[config.mk]
export PLATFORM = sky130hd
export DESIGN_NAME = mantissa_square_seq
export DESIGN_NICKNAME = d
export VERILOG_FILES = /design/src/rtl/mantissa_square_seq.sv
export SDC_FILE = /design/constraint.sdc
export NUM_CORES = 1
export LEC_CHECK = 0
export BUFFER_PORTS_ARGS = -buffer_cell sky130_fd_sc_hd__clkbuf_2
export CELL_PAD_IN_SITES_DETAIL_PLACEMENT = 2
export CELL_PAD_IN_SITES_GLOBAL_PLACEMENT = 2
export CORE_MARGIN = 2
export CORE_UTILIZATION = 38
export DETAILED_ROUTE_END_ITERATION = 8
export PLACE_DENSITY = 0.76
export SLEW_MARGIN = 10
export SYNTH_ARGS = -nofsm -noshare
export SYNTH_HDL_FRONTEND = slang
export SYNTH_SLANG_ARGS = --single-unit
[constraint.sdc]
create_clock -name clk -period 3.15 [get_ports clk]
set_clock_uncertainty 0.15 [all_clocks]
set_input_delay 0 -clock clk [delete_from_list [all_inputs] [get_ports clk]]
set_output_delay 0 -clock clk [all_outputs]
set_load 0.05 [all_outputs]
[src/rtl/mantissa_square_seq.sv]
// Sequential shift-add squarer for normalized 1.f mantissas, one multiplier bit per clock.
// Optional round-to-nearest-even on the result is enabled by defining SQUARE_RNE_EN.
module mantissa_square_seq #(
    parameter int SIZE = 8
) (
    input  logic            clk,
    input  logic            rst,
    input  logic            start,
    input  logic [SIZE-2:0] a,
    output logic            busy,
    output logic            valid,
    output logic [SIZE-2:0] mant_out,
    output logic [1:0]      exp_adj,
    output logic            inexact
);
    localparam int MW = SIZE - 1;
    localparam int CW = $clog2(MW) + 1;
    localparam int PW = 2 * MW + 1;

    typedef enum logic [1:0] {
        IDLE = 2'd0,
        MUL  = 2'd1,
        NORM = 2'd2
    } state_t;

    state_t          state_q;
    state_t          state_d;
    logic [MW-1:0]   a_q;
    logic [MW-1:0]   b_q;
    logic [PW-1:0]   p_q;
    logic [PW-1:0]   p_next;
    logic [MW:0]     p_hi;
    logic [CW-1:0]   cnt_q;
    logic            last_iter;

    logic [MW-1:0]   mant;
    logic            guard;
    logic            sticky;
    logic [1:0]      adj;
    logic [MW-1:0]   mant_fin;
    logic [1:0]      adj_fin;

    assign busy      = (state_q != IDLE);
    assign last_iter = (cnt_q == CW'(MW - 1));

    // Add the operand into the upper half when the current multiplier bit is set, then shift.
    assign p_hi   = p_q[PW-1:MW] + (b_q[0] ? {1'b0, a_q} : '0);
    assign p_next = {p_hi, p_q[MW-1:0]} >> 1;

    always_comb begin
        // NOTE: default first so every path assigns state_d; otherwise a latch is inferred.
        state_d = state_q;
        case (state_q)
            IDLE:    if (start) state_d = MUL;
            MUL:     if (last_iter) state_d = NORM;
            NORM:    state_d = IDLE;
            default: state_d = IDLE;
        endcase
    end

    // Square of a 1.f value lies in [1,4): pick the window under the leading one.
    always_comb begin
        if (p_q[2*MW-1]) begin
            mant   = p_q[2*MW-1:MW];
            guard  = p_q[MW-1];
            sticky = |p_q[MW-2:0];
            adj    = 2'd1;
        end else begin
            mant   = p_q[2*MW-2:MW-1];
            guard  = p_q[MW-2];
            sticky = |p_q[MW-3:0];
            adj    = 2'd0;
        end
    end

`ifdef SQUARE_RNE_EN
    logic          round_up;
    logic [MW:0]   mant_inc;

    assign round_up = guard & (sticky | mant[0]);
    assign mant_inc = {1'b0, mant} + {{MW{1'b0}}, round_up};

    always_comb begin
        if (mant_inc[MW]) begin
            mant_fin = {1'b1, {(MW-1){1'b0}}};
            adj_fin  = adj + 2'd1;
        end else begin
            mant_fin = mant_inc[MW-1:0];
            adj_fin  = adj;
        end
    end
`else
    assign mant_fin = mant;
    assign adj_fin  = adj;
`endif

    always_ff @(posedge clk or negedge rst) begin
        if (!rst) begin
            state_q <= IDLE;
        end else begin
            state_q <= state_d;
        end
    end

    always_ff @(posedge clk or negedge rst) begin
        if (!rst) begin
            a_q      <= '0;
            b_q      <= '0;
            p_q      <= '0;
            cnt_q    <= '0;
            valid    <= 1'b0;
            mant_out <= '0;
            exp_adj  <= '0;
            inexact  <= 1'b0;
        end else begin
            // NOTE: non-blocking assignments so every register samples pre-edge values.
            valid <= (state_q == NORM);
            case (state_q)
                IDLE: begin
                    if (start) begin
                        a_q   <= a;
                        b_q   <= a;
                        p_q   <= '0;
                        cnt_q <= '0;
                    end
                end
                MUL: begin
                    p_q   <= p_next;
                    b_q   <= b_q >> 1;
                    cnt_q <= cnt_q + CW'(1);
                end
                NORM: begin
                    mant_out <= mant_fin;
                    exp_adj  <= adj_fin;
                    inexact  <= guard | sticky;
                end
                default: ;
            endcase
        end
    end

endmodule

==> impl_metrics.env, run 1 <==
export IMPL_vias_per_cell=5.43
export IMPL_cts_tree="done"
export IMPL_die_area_um2=6440
export IMPL_hold_path_class="in -> reg"
export IMPL_crit_type="reg -> reg"
export IMPL_path_cells="and2_1 -> ha_1 -> fa_1 -> a211oi_2 -> nor2_1 -> or4_1 -> nand3_1"
export IMPL_num_io_pins=22
export IMPL_critPathMaxFanout=8
export IMPL_fmax_mhz=425
export IMPL_overflow=0
export IMPL_arrival_ps=2450
export IMPL_grt_pass1_vias=1846
export IMPL_power_density_nw_per_um2=918
export IMPL_slew_headroom_pct=28.5
export IMPL_port_buffers=20
export IMPL_cts_buffers=5
export IMPL_regArea_um2=1100
export IMPL_path_buf_inv=0
export IMPL_slew_violations=0
export IMPL_end_kind="flip-flop"
export IMPL_finalSetupTns_ps=0
export IMPL_clk_latency_ps=300
export IMPL_antenna_found_initial=0
export IMPL_place_gp_congestion=0.828
export IMPL_area_growth_syn_to_layout_pct=14.1
export IMPL_drt_iter0_markers=92
export IMPL_synth_common_cells="44 x dfrtp_1, 25 x o21ai_0, 23 x nand2_1"
export IMPL_final_util_pct=45.2
export IMPL_cts_buffer_depth=2
export IMPL_period_needed_ps=2350
export IMPL_synthTopCellsByArea="dfrtp_1 50%, o21ai_0 5.7%, ha_1 5.1%"
export IMPL_synth_edf_count=0
export IMPL_synth_top_area_share_pct=49.9
export IMPL_netlist_area_um2=2210
export IMPL_diodes=0
export IMPL_status="finished clean"
export IMPL_synth_seq_cells=44
export IMPL_cts_resized=0
export IMPL_ys_flop_type="dfrtp_1"
export IMPL_worst_slew_pin_slew_ps=1070
export IMPL_finalPower_mw=2.31
export IMPL_drc=0
export IMPL_grt_usage_pct=18.8
export IMPL_root_buffer="clkbuf_8"
export IMPL_ys_types=46
export IMPL_core_region_area_um2=5570
export IMPL_dpl_cell_area_um2=2350
export IMPL_ys_seq_area_share_pct=49.9
export IMPL_routedWlPerCell_um=17.6
export IMPL_ys_warn_count=0
export IMPL_seq_power_share_pct=42.0
export IMPL_drive_above_1_share_pct=19.5
export IMPL_setup_viol=0
export IMPL_dp_hpwl_um=3910
export IMPL_die_w_um=80.2
export IMPL_multi_input_area_um2=1020
export IMPL_leakagePower_nw=1.17
export IMPL_cap_viol_max_count=0
export IMPL_worst_ep_required_time_ps=3240
export IMPL_p_clk_share_pct=15.9
export IMPL_path_clk_slew_ps=90
export IMPL_wl_um=5330
export IMPL_design_area_um2=2520
export IMPL_ir_worst_vdd_mv=0.354
export IMPL_ant_nets=0
export IMPL_cts_htree_levels=2
export IMPL_vias=1645
export IMPL_pwr_share_comb_pct=42.1
export IMPL_synth_most_common_cell="dfrtp_1"
export IMPL_fp_row_count=27
export IMPL_crit_family="simple AND/OR/NAND/NOR gates"
export IMPL_drtPass1Iterations=3
export IMPL_hold_viol_final=0
export IMPL_final_nets=250
export IMPL_numClockSinks=44
export IMPL_netSwitchingFraction_pct=43.2
export IMPL_grt_max_degree=45
export IMPL_n_fill_cell=592
export IMPL_yosys_area_top_type="dfrtp_1"
export IMPL_grt_pass1_wl_um=9240
export IMPL_die_h_um=80.2
export IMPL_syn_nets=223
export IMPL_start_util_pct=39.6
export IMPL_p_switching_mw=1.00
export IMPL_finalCritPeriodShare_pct=74.7
export IMPL_ys_async_sr_fraction_pct=100
export IMPL_rsz0062_at_grt="false"
export IMPL_slowest_stage="or4_1"
export IMPL_netlist_instances=203
export IMPL_p_int_mw=1.31
export IMPL_critPathMaxStageDelay_ps=470
export IMPL_cp_start_kind="flip-flop"
export IMPL_syn_area_per_cell_um2=10.9
-- final timing paths --
kind | start | endpoint | slack [ps] | cells past startpoint
max | b_q[0] | p_q[12] | 800 | 7
min | start | b_q[6] | 30 | 3
max reg2reg | b_q[0] | p_q[12] | 800 | 7
min reg2reg | cnt_q[3] | cnt_q[3] | 330 | 1
max in group asynchronous | rst | b_q[5] | 1930 | 2
min in group asynchronous | rst | mant_out[1] | 270 | 2
-- flip-flops by register name, summed over array words and instances, names as in the netlist --
signal	count
a_q	7
b_q	7
cnt_q	4
exp_adj	1
inexact	1
mant_out	7
p_q	14
state_q	2
valid	1
-- metrics by stage --
stage	hold slack [ps]	worst slack (ps)	instances
final	26.1	796	303
after global placement	83.8	886	287
after global routing	53.6	675	303
after detailed placement	109	823	287
after floorplan	-446	969	203
after CTS	20.5	776	303
-- routing by layer --
layer	global-route usage, %	vias to the layer above	routed length (µm)
met2	34.3	32	2750
met1	22.3	824	2350
met5	0	-	0
li1	-	779	-
met3	3.26	10	148
met4	6.44	0	82
-- worst min-delay path, stage by stage --
cell and delay [ps]:
clkbuf_2 160, a31oi_1 180, o21ai_0 90
-- logic make-up (layout without fill, tap and decap cells) --
group / Yosys count / in the layout / share of synthesized area, %
AO/OA/AOI/OAI: 59 / 59 / 17.3
AND/OR/NAND/NOR: 58 / 58 / 15.0
XOR/XNOR: 2 / 2 / 0.793
multiplexers: 14 / 14 / 6.80
buffers and inverters: 15 / 43 / 4.08
other: 1 / 1 / 0.170
adder cells (fa/ha/maj): 10 / 10 / 6.01
flip-flops: 44 / 44 / 49.9
-- placed cells by master (no fill, tap or decap), types with 3 or more instances in the layout --
master / n
clkbuf_2: 20
nand2b_1: 3
dfrtp_1: 44
nor2_1: 7
buf_4: 3
mux2_2: 8
clkbuf_8: 5
a211oi_1: 3
and3b_1: 6
nand2_1: 23
and2_1: 7
a21oi_1: 8
a22o_1: 8
inv_1: 4
ha_1: 9
o21ai_0: 25
mux2i_1: 6
dlygate4sd3_1: 8
-- repair_timing --
action / 4_1_cts / 5_1_grt
setup buffers: 0 / 0
hold endpoints to repair: 56 / 0
hold buffers: 8 / 0
-- layout make-up --
| cell class | count | share of cell area [%] |
|---|---|---|
| Clock buffer | 5 | 2.73 |
| Timing Repair Buffer | 31 | 8.05 |
| Inverter | 4 | 0.596 |
| Multi-Input combinational cell | 144 | 40.4 |
| Sequential cell | 44 | 43.7 |
| Tap cell | 72 | 3.58 |
| Clock inverter | 3 | 0.944 |
-- power by group through the flow --
stage | Sequential [mW] | Clock, mW | Combinational (mW)
5_1_grt | 1.01 | 0.397 | 1.09
4_1_cts | 0.977 | 0.376 | 0.991
3_3_place_gp | 0.957 | 0 | 0.905
3_5_place_dp | 0.988 | 0 | 0.974
6_report | 0.971 | 0.367 | 0.973
2_1_floorplan | 1.08 | 0 | 0.604
No activity file was read; power rests on OpenSTA's default activity.
==> run 2, diff against run 1 <==
Settings changed: ABC_AREA set to 1, CORE_UTILIZATION 38 to 31, PLACE_DENSITY 0.76 to 0.72.
Clock period 3.15 ns to 2 ns, I/O delays scaled along.
==> impl_metrics.env, run 2 <==
export IMPL_status="finished clean"
export IMPL_netlist_instances=258
export IMPL_end_kind="flip-flop"
export IMPL_ys_seq_area_share_pct=51.7
export IMPL_path_cells="nand2_1 -> inv_1 -> ha_1 -> fa_2 -> nand2_1 -> nand2_2 -> nand3_2 -> nand3_1 -> nand3_1 -> nand2_1"
export IMPL_syn_nets=278
export IMPL_ff2ff_setup_slack_ps=160
export IMPL_diodes=0
export IMPL_die_w_um=86.9
export IMPL_port_buffers=20
export IMPL_synth_edf_count=0
export IMPL_r2r_cells=10
export IMPL_cts_buffer_depth=2
export IMPL_start_util_pct=31.7
export IMPL_place_inst=357
export IMPL_antenna_found_initial=0
export IMPL_r2r_end="p_q[12]"
export IMPL_dpl_cell_area_um2=2330
export IMPL_largest_reg_flops=14
export IMPL_drt_iter0_markers=47
export IMPL_hold_path_class="in -> async"
export IMPL_critPathMaxStageDelay_ps=440
export IMPL_leakagePower_nw=1.36
export IMPL_overflow=0
export IMPL_final_common_cell="nand2_1"
export IMPL_path_buf_inv=1
export IMPL_root_buffer="clkbuf_8"
export IMPL_drtPass1Iterations=4
export IMPL_hold_viol_final=0
export IMPL_area_growth_syn_to_layout_pct=19.3
export IMPL_power_density_nw_per_um2=1550
export IMPL_netlist_area_um2=2130
export IMPL_numClockSinks=44
export IMPL_finalCritPeriodShare_pct=91.9
export IMPL_drive_above_1_share_pct=15.6
export IMPL_rsz0062_at_grt="false"
export IMPL_period_needed_ps=1840
export IMPL_finalSetupTns_ps=0
export IMPL_core_region_area_um2=6720
export IMPL_cts_tree="done"
export IMPL_fmax_mhz=544
export IMPL_ys_async_sr_fraction_pct=100
export IMPL_cts_setup_buffers=0
export IMPL_cts_buffers=5
export IMPL_die_h_um=86.9
export IMPL_cap_viol_max_count=0
export IMPL_routedWlPerCell_um=13.6
export IMPL_wl_um=5080
export IMPL_design_area_um2=2540
export IMPL_vias_per_cell=4.80
export IMPL_synth_seq_cells=44
export IMPL_syn_area_per_cell_um2=8.25
export IMPL_slew_headroom_pct=61.7
export IMPL_grt_pass1_vias=1994
export IMPL_ir_worst_vdd_mv=0.389
export IMPL_fp_row_count=30
export IMPL_cts_htree_levels=2
export IMPL_dp_hpwl_um=3700
export IMPL_synth_common_cells="87 x nand2_1, 44 x dfrtp_1, 25 x inv_1"
export IMPL_cp_start_kind="flip-flop"
export IMPL_critPathMaxFanout=6
export IMPL_regMostFlops="p_q"
export IMPL_clk_latency_ps=300
export IMPL_synth_most_common_cell="nand2_1"
export IMPL_num_io_pins=22
export IMPL_yosys_area_top_type="dfrtp_1"
export IMPL_ys_types=28
export IMPL_worst_ep_required_time_ps=2050
export IMPL_crit_type="reg -> reg"
export IMPL_grt_max_degree=45
export IMPL_final_nets=313
export IMPL_synth_top_area_share_pct=51.7
export IMPL_drc=0
export IMPL_ys_warn_count=0
export IMPL_final_cell_mix="86 x nand2_1, 43 x dfrtp_1, 25 x inv_1"
export IMPL_vias=1797
export IMPL_final_util_pct=37.8
export IMPL_synthTopCellsByArea="dfrtp_1 52%, nand2_1 15%, ha_1 5.3%"
export IMPL_worst_slew_pin_slew_ps=575
export IMPL_die_area_um2=7550
export IMPL_path_clk_slew_ps=80
export IMPL_slowest_stage="dfrtp_2"
export IMPL_grt_pass1_wl_um=9260
export IMPL_grt_usage_pct=15.6
export IMPL_dp_slack_ps=55.9
export IMPL_slew_violations=0
export IMPL_cp_common_cell="nand2_1"
export IMPL_r2r_start="b_q[0]"
export IMPL_worst_slack_ps=161
export IMPL_ys_flop_type="dfrtp_1"
export IMPL_final_instance_count_excl_fill=374
export IMPL_place_gp_congestion=0.681
export IMPL_crit_family="adder cells"
export IMPL_ant_nets=0
export IMPL_arrival_ps=1880
export IMPL_setup_viol=0
[run 2: cell types whose count changed in the layout (fill, tap and decap cells not counted), moves of 4 or more]
cell / change
a21oi_1: +9
a22o_1: -8
and2_1: -7
and3b_1: -6
buf_4: +4
inv_1: +21
mux2_2: -8
mux2i_1: -6
nand2_1: +63
nand3_1: +16
nor2_1: +9
o21ai_0: -12
o22ai_1: +5
[run 2: layout make-up]
type	instances	area, µm²
Fill cell	789	4180
Sequential cell	44	1100
Multi-Input combinational cell	177	877
Timing Repair Buffer	36	243
Inverter	29	111
Tap cell	80	100
Clock buffer	6	72.6
Clock inverter	2	35.0
[run 2: worst min-delay path, stage by stage]
cell	delay (ps)
dlygate4sd3_1	520
clkbuf_2	100
buf_4	470
[run 2: cell families after synthesis]
| logic type | share of synthesized area (%) |
|---|---|
| AND/OR/NAND/NOR | 25.1 |
| flip-flops | 51.7 |
| other | 0.176 |
| buffers and inverters | 7.58 |
| adder cells (fa/ha/maj) | 6.23 |
| AO/OA/AOI/OAI | 9.22 |
[run 2: repair_timing]
| action | CTS | global route |
|---|---|---|
| resized for setup | 0 | 4 |
| endpoints found under the hold margin | 59 | 0 |
| hold buffers | 9 | 0 |
| setup endpoints to repair | 0 | 2 |
[run 2: layer usage]
metal  vias to the layer above  track usage [%]  share of wire (%)
met4                         0             5.54                1.5
li1                        885                -                  -
met2                        28             27.7                 50
met1                       877             19.1                 46
met3                         7             2.56                2.4
met5                         -                0                  0
[run 2: report_power, final]
group	internal [mW]	leakage (nW)	switching, mW
registers	1.25	0.560	0.249
logic	0.563	0.747	1.19
clock network	0.371	0.0552	0.307
[run 2: worst max-delay path by stage]
stage,depth (start not counted),startpoint,to
after global routing,10,b_q[0],p_q[12]
after detailed placement,10,b_q[0],p_q[12]
after floorplan,11,b_q[0],p_q[12]
final,10,b_q[0],p_q[12]
after CTS,10,b_q[0],p_q[12]
after global placement,10,b_q[0],p_q[12]
[run 2: per-stage QoR]
stage / total power [mW] / hold WS [ps]
final: 3.93 / 169
after global routing: 4.33 / 230
after CTS: 4.00 / 188
after detailed placement: 3.28 / -24.1
after global placement: 3.21 / -20.0
after floorplan: 2.79 / -446
